--- src/rtl/mem_stage_if.sv ---
// Pipeline bundle types for the MEM stage and the data-memory req/ack bus
// that connects mem_stage (master) to its memory (slave).
package mem_stage_pkg;

  typedef struct packed {
    logic [31:0] aluresult;
    logic [31:0] writedata;
    logic [31:0] pcplus4;
    logic [4:0]  rd;
    logic        regwrite;
    logic [1:0]  resultsrc;
    logic        memread;
    logic        memwrite;
    logic [2:0]  funct3;
  } ex_mem_t;

  typedef struct packed {
    logic [1:0]  resultsrc;
    logic [31:0] aluresult;
    logic [31:0] readdata;
    logic [31:0] pcplus4;
    logic [4:0]  rd;
    logic        regwrite;
  } mem_wb_t;

endpackage

interface mem_stage_if #(
  parameter int ADDR_W = 32
);
  logic              dmem_req;
  logic              dmem_we;
  logic [ADDR_W-1:0] dmem_addr;
  logic [31:0]       dmem_wdata;
  logic [3:0]        dmem_wstrb;
  logic [31:0]       dmem_rdata;
  logic              dmem_ack;

  modport master (
    output dmem_req, dmem_we, dmem_addr, dmem_wdata, dmem_wstrb,
    input  dmem_rdata, dmem_ack
  );

  modport slave (
    input  dmem_req, dmem_we, dmem_addr, dmem_wdata, dmem_wstrb,
    output dmem_rdata, dmem_ack
  );
endinterface

--- src/rtl/mem_stage.sv ---
// MEM stage: issues data-memory loads/stores over req/ack, aligns and extends
// load data, stalls upstream while an access is outstanding, and registers MEM/WB.
module mem_stage
  import mem_stage_pkg::*;
#(
  parameter int ADDR_W          = 32,
  parameter bit ALLOW_ZERO_WAIT = 1'b1
) (
  input  logic               clk,
  input  logic               rst_n,
  input  ex_mem_t            in,
  input  logic               in_valid,
  input  logic               flush,
  output logic               stall,
  output logic               misaligned,
  mem_stage_if.master        dmem,
  output mem_wb_t            out
);

  typedef enum logic {IDLE, WAIT} state_t;

  state_t      state;
  logic [1:0]  off;
  logic        memop;
  logic        misal;
  logic        done;
  logic        kill;
  logic [7:0]  lane_b;
  logic [15:0] lane_h;
  logic [31:0] load_data;
  mem_wb_t     out_next;

  assign off   = in.aluresult[1:0];
  assign memop = in_valid & (in.memread | in.memwrite) & ~flush;
  assign misal = ((in.funct3[1:0] == 2'b01) & off[0]) |
                 ((in.funct3[1:0] == 2'b10) & (off != 2'b00));
  assign kill  = ~in_valid | flush;

  // Once in WAIT the request is held regardless of flush; reset drops it at once.
  assign dmem.dmem_req  = rst_n & ((state == WAIT) | (memop & ~misal));
  assign dmem.dmem_we   = in.memwrite;
  assign dmem.dmem_addr = {in.aluresult[ADDR_W-1:2], 2'b00};

  assign done  = dmem.dmem_ack & ((state == WAIT) | ALLOW_ZERO_WAIT);
  assign stall = dmem.dmem_req & ~done;

  // NOTE: every combinational output gets a default before the case, so no path leaves it unassigned and no latch is inferred.
  always_comb begin
    dmem.dmem_wstrb = 4'b0000;
    dmem.dmem_wdata = in.writedata;
    if (in.memwrite) begin
      case (in.funct3[1:0])
        2'b00: begin
          dmem.dmem_wstrb = 4'b0001 << off;
          dmem.dmem_wdata = {4{in.writedata[7:0]}};
        end
        2'b01: begin
          dmem.dmem_wstrb = off[1] ? 4'b1100 : 4'b0011;
          dmem.dmem_wdata = {2{in.writedata[15:0]}};
        end
        2'b10:   dmem.dmem_wstrb = 4'b1111;
        default: dmem.dmem_wstrb = 4'b0000;
      endcase
    end
  end

  assign lane_b = dmem.dmem_rdata[{off, 3'b000} +: 8];
  assign lane_h = off[1] ? dmem.dmem_rdata[31:16] : dmem.dmem_rdata[15:0];

  always_comb begin
    load_data = '0;
    case (in.funct3)
      3'b000:  load_data = {{24{lane_b[7]}}, lane_b};
      3'b100:  load_data = {24'b0, lane_b};
      3'b001:  load_data = {{16{lane_h[15]}}, lane_h};
      3'b101:  load_data = {16'b0, lane_h};
      3'b010:  load_data = dmem.dmem_rdata;
      default: load_data = '0;
    endcase
  end

  // Stores and suppressed misaligned accesses never write the register file.
  always_comb begin
    out_next = '0;
    if (!kill) begin
      out_next.resultsrc = in.resultsrc;
      out_next.aluresult = in.aluresult;
      out_next.pcplus4   = in.pcplus4;
      out_next.rd        = in.rd;
      out_next.regwrite  = in.regwrite & ~in.memwrite & ~(memop & misal);
      if (in.memread & ~misal) out_next.readdata = load_data;
    end
  end

  // NOTE: sequential state uses non-blocking assignments so every flop samples pre-edge values.
  always_ff @(posedge clk) begin
    if (!rst_n) begin
      state      <= IDLE;
      out        <= '0;
      misaligned <= 1'b0;
    end else begin
      misaligned <= memop & misal & ~stall;
      if (!stall) begin
        out   <= out_next;
        state <= IDLE;
      end else begin
        state <= WAIT;
      end
    end
  end

endmodule

--- src/flat_wrapper.sv ---
// flat-port wrapper written by rule: the top's interface ports become plain ports
module mem_stage_flat import mem_stage_pkg::*;
#(
  parameter int ADDR_W          = 32,
  parameter bit ALLOW_ZERO_WAIT = 1'b1
)
  (clk, rst_n, in, in_valid, flush, stall, misaligned, out, dmem_dmem_req, dmem_dmem_we, dmem_dmem_addr, dmem_dmem_wdata, dmem_dmem_wstrb, dmem_dmem_rdata, dmem_dmem_ack);
  mem_stage_if #(.ADDR_W(ADDR_W)) dmem_i ();
  input  logic clk;
  input  logic rst_n;
  input  ex_mem_t in;
  input  logic in_valid;
  input  logic flush;
  output logic stall;
  output logic misaligned;
  output mem_wb_t out;
  output wire logic [$bits(dmem_i.dmem_req)-1:0] dmem_dmem_req;
  output wire logic [$bits(dmem_i.dmem_we)-1:0] dmem_dmem_we;
  output wire logic [$bits(dmem_i.dmem_addr)-1:0] dmem_dmem_addr;
  output wire logic [$bits(dmem_i.dmem_wdata)-1:0] dmem_dmem_wdata;
  output wire logic [$bits(dmem_i.dmem_wstrb)-1:0] dmem_dmem_wstrb;
  input wire logic [$bits(dmem_i.dmem_rdata)-1:0] dmem_dmem_rdata;
  input wire logic [$bits(dmem_i.dmem_ack)-1:0] dmem_dmem_ack;
  assign dmem_dmem_req = dmem_i.dmem_req;
  assign dmem_dmem_we = dmem_i.dmem_we;
  assign dmem_dmem_addr = dmem_i.dmem_addr;
  assign dmem_dmem_wdata = dmem_i.dmem_wdata;
  assign dmem_dmem_wstrb = dmem_i.dmem_wstrb;
  assign dmem_i.dmem_rdata = dmem_dmem_rdata;
  assign dmem_i.dmem_ack = dmem_dmem_ack;
  mem_stage #(.ADDR_W(ADDR_W), .ALLOW_ZERO_WAIT(ALLOW_ZERO_WAIT)) u_core (.clk(clk), .rst_n(rst_n), .in(in), .in_valid(in_valid), .flush(flush), .stall(stall), .misaligned(misaligned), .dmem(dmem_i), .out(out));
endmodule
--- config.mk ---
export PLATFORM = sky130hd
export DESIGN_NAME = mem_stage_flat
export DESIGN_NICKNAME = d
export VERILOG_FILES = /design/src/rtl/mem_stage_if.sv /design/src/rtl/mem_stage.sv /design/src/flat_wrapper.sv
export SDC_FILE = /design/constraint.sdc
export NUM_CORES = 1
export LEC_CHECK = 0
export CORE_MARGIN = 10
export CORE_UTILIZATION = 38
export DETAILED_ROUTE_END_ITERATION = 8
export PLACE_DENSITY = 0.91
export REMOVE_ABC_BUFFERS = 1
export SLEW_MARGIN = 15
export SYNTH_ARGS = -nofsm -noshare
export SYNTH_HDL_FRONTEND = slang
export SYNTH_SLANG_ARGS = --single-unit
--- constraint.sdc ---
create_clock -name clk -period 3.9 [get_ports clk]
set_input_delay 0.78 -clock clk [delete_from_list [all_inputs] [get_ports clk]]
set_output_delay 0.78 -clock clk [all_outputs]
set_load 0.01 [all_outputs]
==> run metrics <==
crit-path max FO=13; Synth Instances=417; CTS tree=built; Slew Limit Fails=0; register area share after synthesis=46.4%; first-pass GRT wire length=27.8 mm; placed insts=821; post-CTS setup buffers=0; clk sinks=106; Yosys warning total=0; Final Total Pwr=2.48 mW; Bufs on Longest Clock Path=2; vias in the first global route=4820; Initial Util=38.4%; synth unique cells=34; Area contributors post-synth=dfxtp_1 46%, a22o_1 14%, buf_4 7.5%; Core ar.=11900 um^2; Peak supply drop=0.318 mV; antenna viol nets, final=0; largest area contributor in the netlist=dfxtp_1; Root Driver=clkbuf_16; fin crit share=93.1%; maxcap violations=0; area delta synth->final=71.8%; Fin Hold WS=0.468 ns; leakage power=2.92 nW; # hold bufs at CTS=0; total CTS buffers=9; grt ovf=0; initial antenna violation count=0; die area=16800 um^2; DRT Pass-1 Iters=5; share of the synthesized area in the top cell type=46.4%; startpoint types=input pin; FMAX=275 MHz; DPL Wire Length=15.0 mm; Die Span Y=130 um; Netlist Area Pre-Place=4580 um^2; DRC viols=0; PD cells=315 nW/um^2; vias=4538; row count=40; die span in x=130 um; largest net degree at the start of global routing=106; RSZ-0062 raised after global routing=no; Area after DPL=7590 um^2; Hold Path Class=register to register; register bit total from synthesis=106; initial drt markers=369; diode count=0; Layout Cells excl Fill=837; RePlAce Congestion=0.901; worst-case clock skew=0.00831 ns; Finished Cell Area=7860 um^2; share of cells above drive strength 1=8.41%; mean post-synth cell area=11.0 um^2; Data required, critical path=3.12 ns; DR WL/cell=22.6 um; most frequent cell after synthesis=dfxtp_1; top post-synthesis cells by count=106 x dfxtp_1, 71 x a22o_1, 46 x buf_4, 32 x o2bb2ai_1, 24 x mux2_2; Worst Setup Path Type=input pin to output port; final critical-path required period=3.63 ns; top_reg_cell synth=dfxtp_1; IO Count=322; status=finished clean; PortBufs=319; Setup crit end kind=output port; CP arrival=2.85 ns; GRT Total Usage=20.9%; drt total wl=18.9 mm; Synth async-reset ratio=0%; clock latency at the later pin of the worst-skew pair=0.33 ns; via/cell ratio=5.42; fin worst setup slack=0.267 ns; count of final setup violators=0; htree depth=3; final hold vios=0; relative slew slack=19.9%; Final #Nets=831; Resize count post-CTS=0; clk slew on worst S/H paths=0.07 ns; Setup WS pre-CTS=0.298 ns; slew of the pin with the lowest slew margin=1.20 ns; number of flops mapped to enable cells by yosys=0
critical path, stage by stage:
cell             delay, ns
clkdlybuf4s50_1       0.57
buf_12                0.23
nor2_2                0.38
mux2_2                0.40
clkdlybuf4s50_1       0.49
registers in the layout, summed over array words and instances, names as in the netlist:
name and count:
u_core.misaligned 1, u_core.out 104, u_core.state 1
worst paths after layout:
path                  start  cells past startpoint                 end  slack, ns
max reg2reg    u_core.state                      4      u_core.out[88]       1.97
min reg2reg  u_core.out[51]                      1      u_core.out[51]       0.47
max                   in[0]                      5  dmem_dmem_wdata[9]       0.27
min          u_core.out[51]                      1      u_core.out[51]       0.47
layer usage:
layer | up-vias | part of all wire (%) | GRT usage [%]
met5 | - | 0 | 0
met4 | 0 | 1.3 | 5.03
met3 | 20 | 10 | 8.76
met2 | 222 | 52 | 37.0
met1 | 2196 | 37 | 22.5
li1 | 2100 | - | -
report_power, final:
group,switching (mW),leakage (nW),internal (mW),total [mW]
combinational,0.207,1.93,0.313,0.519
sequential,0.0137,0.860,1.11,1.12
clock,0.390,0.133,0.452,0.841
total,0.610,2.92,1.87,2.48
cells in the final DEF (no fill, tap or decap), types with 2 or more instances in the layout:
cell type	synthesis	routed
a22o_1	71	71
nor3b_2	2	2
buf_4	46	12
nand2_1	11	11
mux2_2	24	24
conb_1	1	2
clkbuf_16	0	9
and3_1	2	2
o21ai_0	11	11
and3b_1	2	2
inv_1	3	3
clkbuf_1	13	2
a21oi_1	3	3
nor2b_1	3	3
nor3b_1	3	3
a221oi_1	8	8
nand2b_1	3	3
a222oi_1	7	7
clkdlybuf4s50_1	0	319
o2bb2ai_1	32	32
mux2i_1	11	11
nor2_1	10	10
clkinv_2	0	2
a22oi_1	17	17
dfxtp_1	106	106
final cells by class:
type	count	area (um^2)
Multi-Input combinational cell	233	1970
Timing Repair Buffer	332	3300
Clock buffer	12	246
Inverter	3	11.3
Tap cell	147	184
Clock inverter	4	26.3
Sequential cell	106	2120
Fill cell	901	4050
kinds of logic after synthesis:
family	Yosys count	share of synthesized area [%]
compound gates	156	29.0
buf+inv	79	11.1
flops	106	46.4
mux	36	8.80
other cells	1	0.0819
simple gates	39	4.65
stage by stage:
| stage | TNS, ns | utilization [%] |
|---|---|---|
| 6_report | 0 | 66.0 |
| 5_1_grt | 0 | 66.0 |
| 4_1_cts | 0 | 66.0 |
| 3_5_place_dp | 0 | 63.7 |
| 3_3_place_gp | 0 | 63.7 |
| 2_1_floorplan | -0.0681 | - |
Power figures use the tool's default switching activity.
==> patch (same flow settings) <==
`ALLOW_ZERO_WAIT` is set to 1'b1 in 2 places; all go to 1'b0.
--- a/src/rtl/mem_stage.sv
+++ b/src/rtl/mem_stage.sv
@@ -5,5 +5,5 @@
 #(
   parameter int ADDR_W          = 32,
-  parameter bit ALLOW_ZERO_WAIT = 1'b1
+  parameter bit ALLOW_ZERO_WAIT = 1'b0
 ) (
   input  logic               clk,
--- a/src/flat_wrapper.sv
+++ b/src/flat_wrapper.sv
@@ -3,5 +3,5 @@
 #(
   parameter int ADDR_W          = 32,
-  parameter bit ALLOW_ZERO_WAIT = 1'b1
+  parameter bit ALLOW_ZERO_WAIT = 1'b0
 )
   (clk, rst_n, in, in_valid, flush, stall, misaligned, out, dmem_dmem_req, dmem_dmem_we, dmem_dmem_addr, dmem_dmem_wdata, dmem_dmem_wstrb, dmem_dmem_rdata, dmem_dmem_ack);
Behaviour: not the same (Yosys sat finds a counterexample within 4 cycles, from zero or initial values and one cycle with rst_n low).
==> patch against the unedited design <==
  * Sequential cell count is the same
  * Routed wire length grew 5.8%
  * Non-clock buffer count is the same
  * Hold slack worse by 0.012 ns
  * Total power grew 3.3%
  * Final area rose by 3.0%
  * Worst setup slack worse by 0.016 ns
  * Synthesized area rose by 5.0%
  * Largest cell class unchanged
  * Highest routed layer is now met5
==> patch: results <==
[min_path]
hold_start = "u_core.out[69]"
hold_end = "u_core.out[69]"

[yosys]
synth_commonest_cells = "106 x dfxtp_1, 72 x a22o_1, 43 x buf_4"
avgSynthCellArea_sq_um = 10.2
synthTopCellsByArea = "dfxtp_1 44%, a22o_1 13%, buf_4 6.7%"
yosysSeqAreaShare_pct = 44.2

[cells_and_area]
multi_input_area_sq_mm = 0.00215
fin_nets = 885
final_cells = 916
layout-drive-gt1-share_pct = 8.87

[global_route]
grt_first_pass_wirelength_mm = 30.1
grt_use_met3_pct = 8.93
groute.usage.overall_pct = 21.5
met1_usage_pct = 22.4
grt_start_max_net_pins = 105

[placement]
dp_cells = 900
dpl.hpwl_mm = 16.1
placed_area_sq_mm = 0.00780
post-place-ws_ns = 0.260

[clocking]
insertion_delay_ns = 0.35

[drt]
wl_per_cell_um = 21.8
vias = 4752
drt_iter0_drc = 319

[worst_setup_path]
worst_ep_arrival_time_ns = 2.87
cp_max_fo = 6
rr_endpoint = "u_core.out[64]"

[run_status]
run_status = "complete, no violations"

[pwr]
ir_drop_uv = 203

[timing]
worst_hold_slack_ns = 0.455
-- patch: cell count changes after synthesis, moves of 11 or more --
cell | unedited run | this run
and2_1 | 0 | 16
nand2_1 | 11 | 29
a21oi_1 | 3 | 17
nor2_1 | 10 | 31
o2bb2ai_1 | 32 | 0
o21ai_1 | 0 | 11
-- patch: worst max-delay path by stage --
stage / start / to / slack (ns)
6_report: in[3] / dmem_dmem_wdata[8] / 0.25
5_1_grt: in[1] / dmem_dmem_wdata[8] / 0.15
4_1_cts: in[3] / dmem_dmem_wdata[8] / 0.25
3_5_place_dp: in[3] / dmem_dmem_wdata[8] / 0.26
3_3_place_gp: in[3] / dmem_dmem_wdata[8] / 0.32
2_1_floorplan: in_valid / stall / -0.10
-- patch: routing by layer --
layer	up-vias	routed length [um]
met5	-	26
met3	23	1890
met1	2270	7530
li1	2232	-
met2	223	10300
met4	4	241
-- patch: kinds of logic (layout without fill, tap and decap cells) --
| kind of cell | after synthesis | count (layout) | share of synthesized area, % |
|---|---|---|---|
| AO/OA/AOI/OAI | 155 | 155 | 25.6 |
| AND/OR/NAND/NOR | 94 | 94 | 10.2 |
| other | 1 | 2 | 0.0781 |
| buffers and inverters | 80 | 351 | 11.5 |
| multiplexers | 36 | 36 | 8.41 |
| flip-flops | 106 | 106 | 44.2 |
-- patch: layout make-up --
type	count	area share [%]
multi-input combinational	287	26.5
clock inverter	5	0.556
sequential	106	26.2
inverter	3	0.139
tap	172	2.66
timing repair buffer	332	40.8
clock buffer	11	3.12
-- patch: critical path, stage by stage --
cell	delay (ns)
clkdlybuf4s50_1	0.63
nand2_1	0.13
nor2_1	0.28
buf_4	0.22
mux2_2	0.34
clkdlybuf4s50_1	0.49
-- patch: power breakdown --
group	switching (uW)	internal, uW
Clock	419	478
Combinational	221	322
Sequential	14.1	1110
Total	654	1910
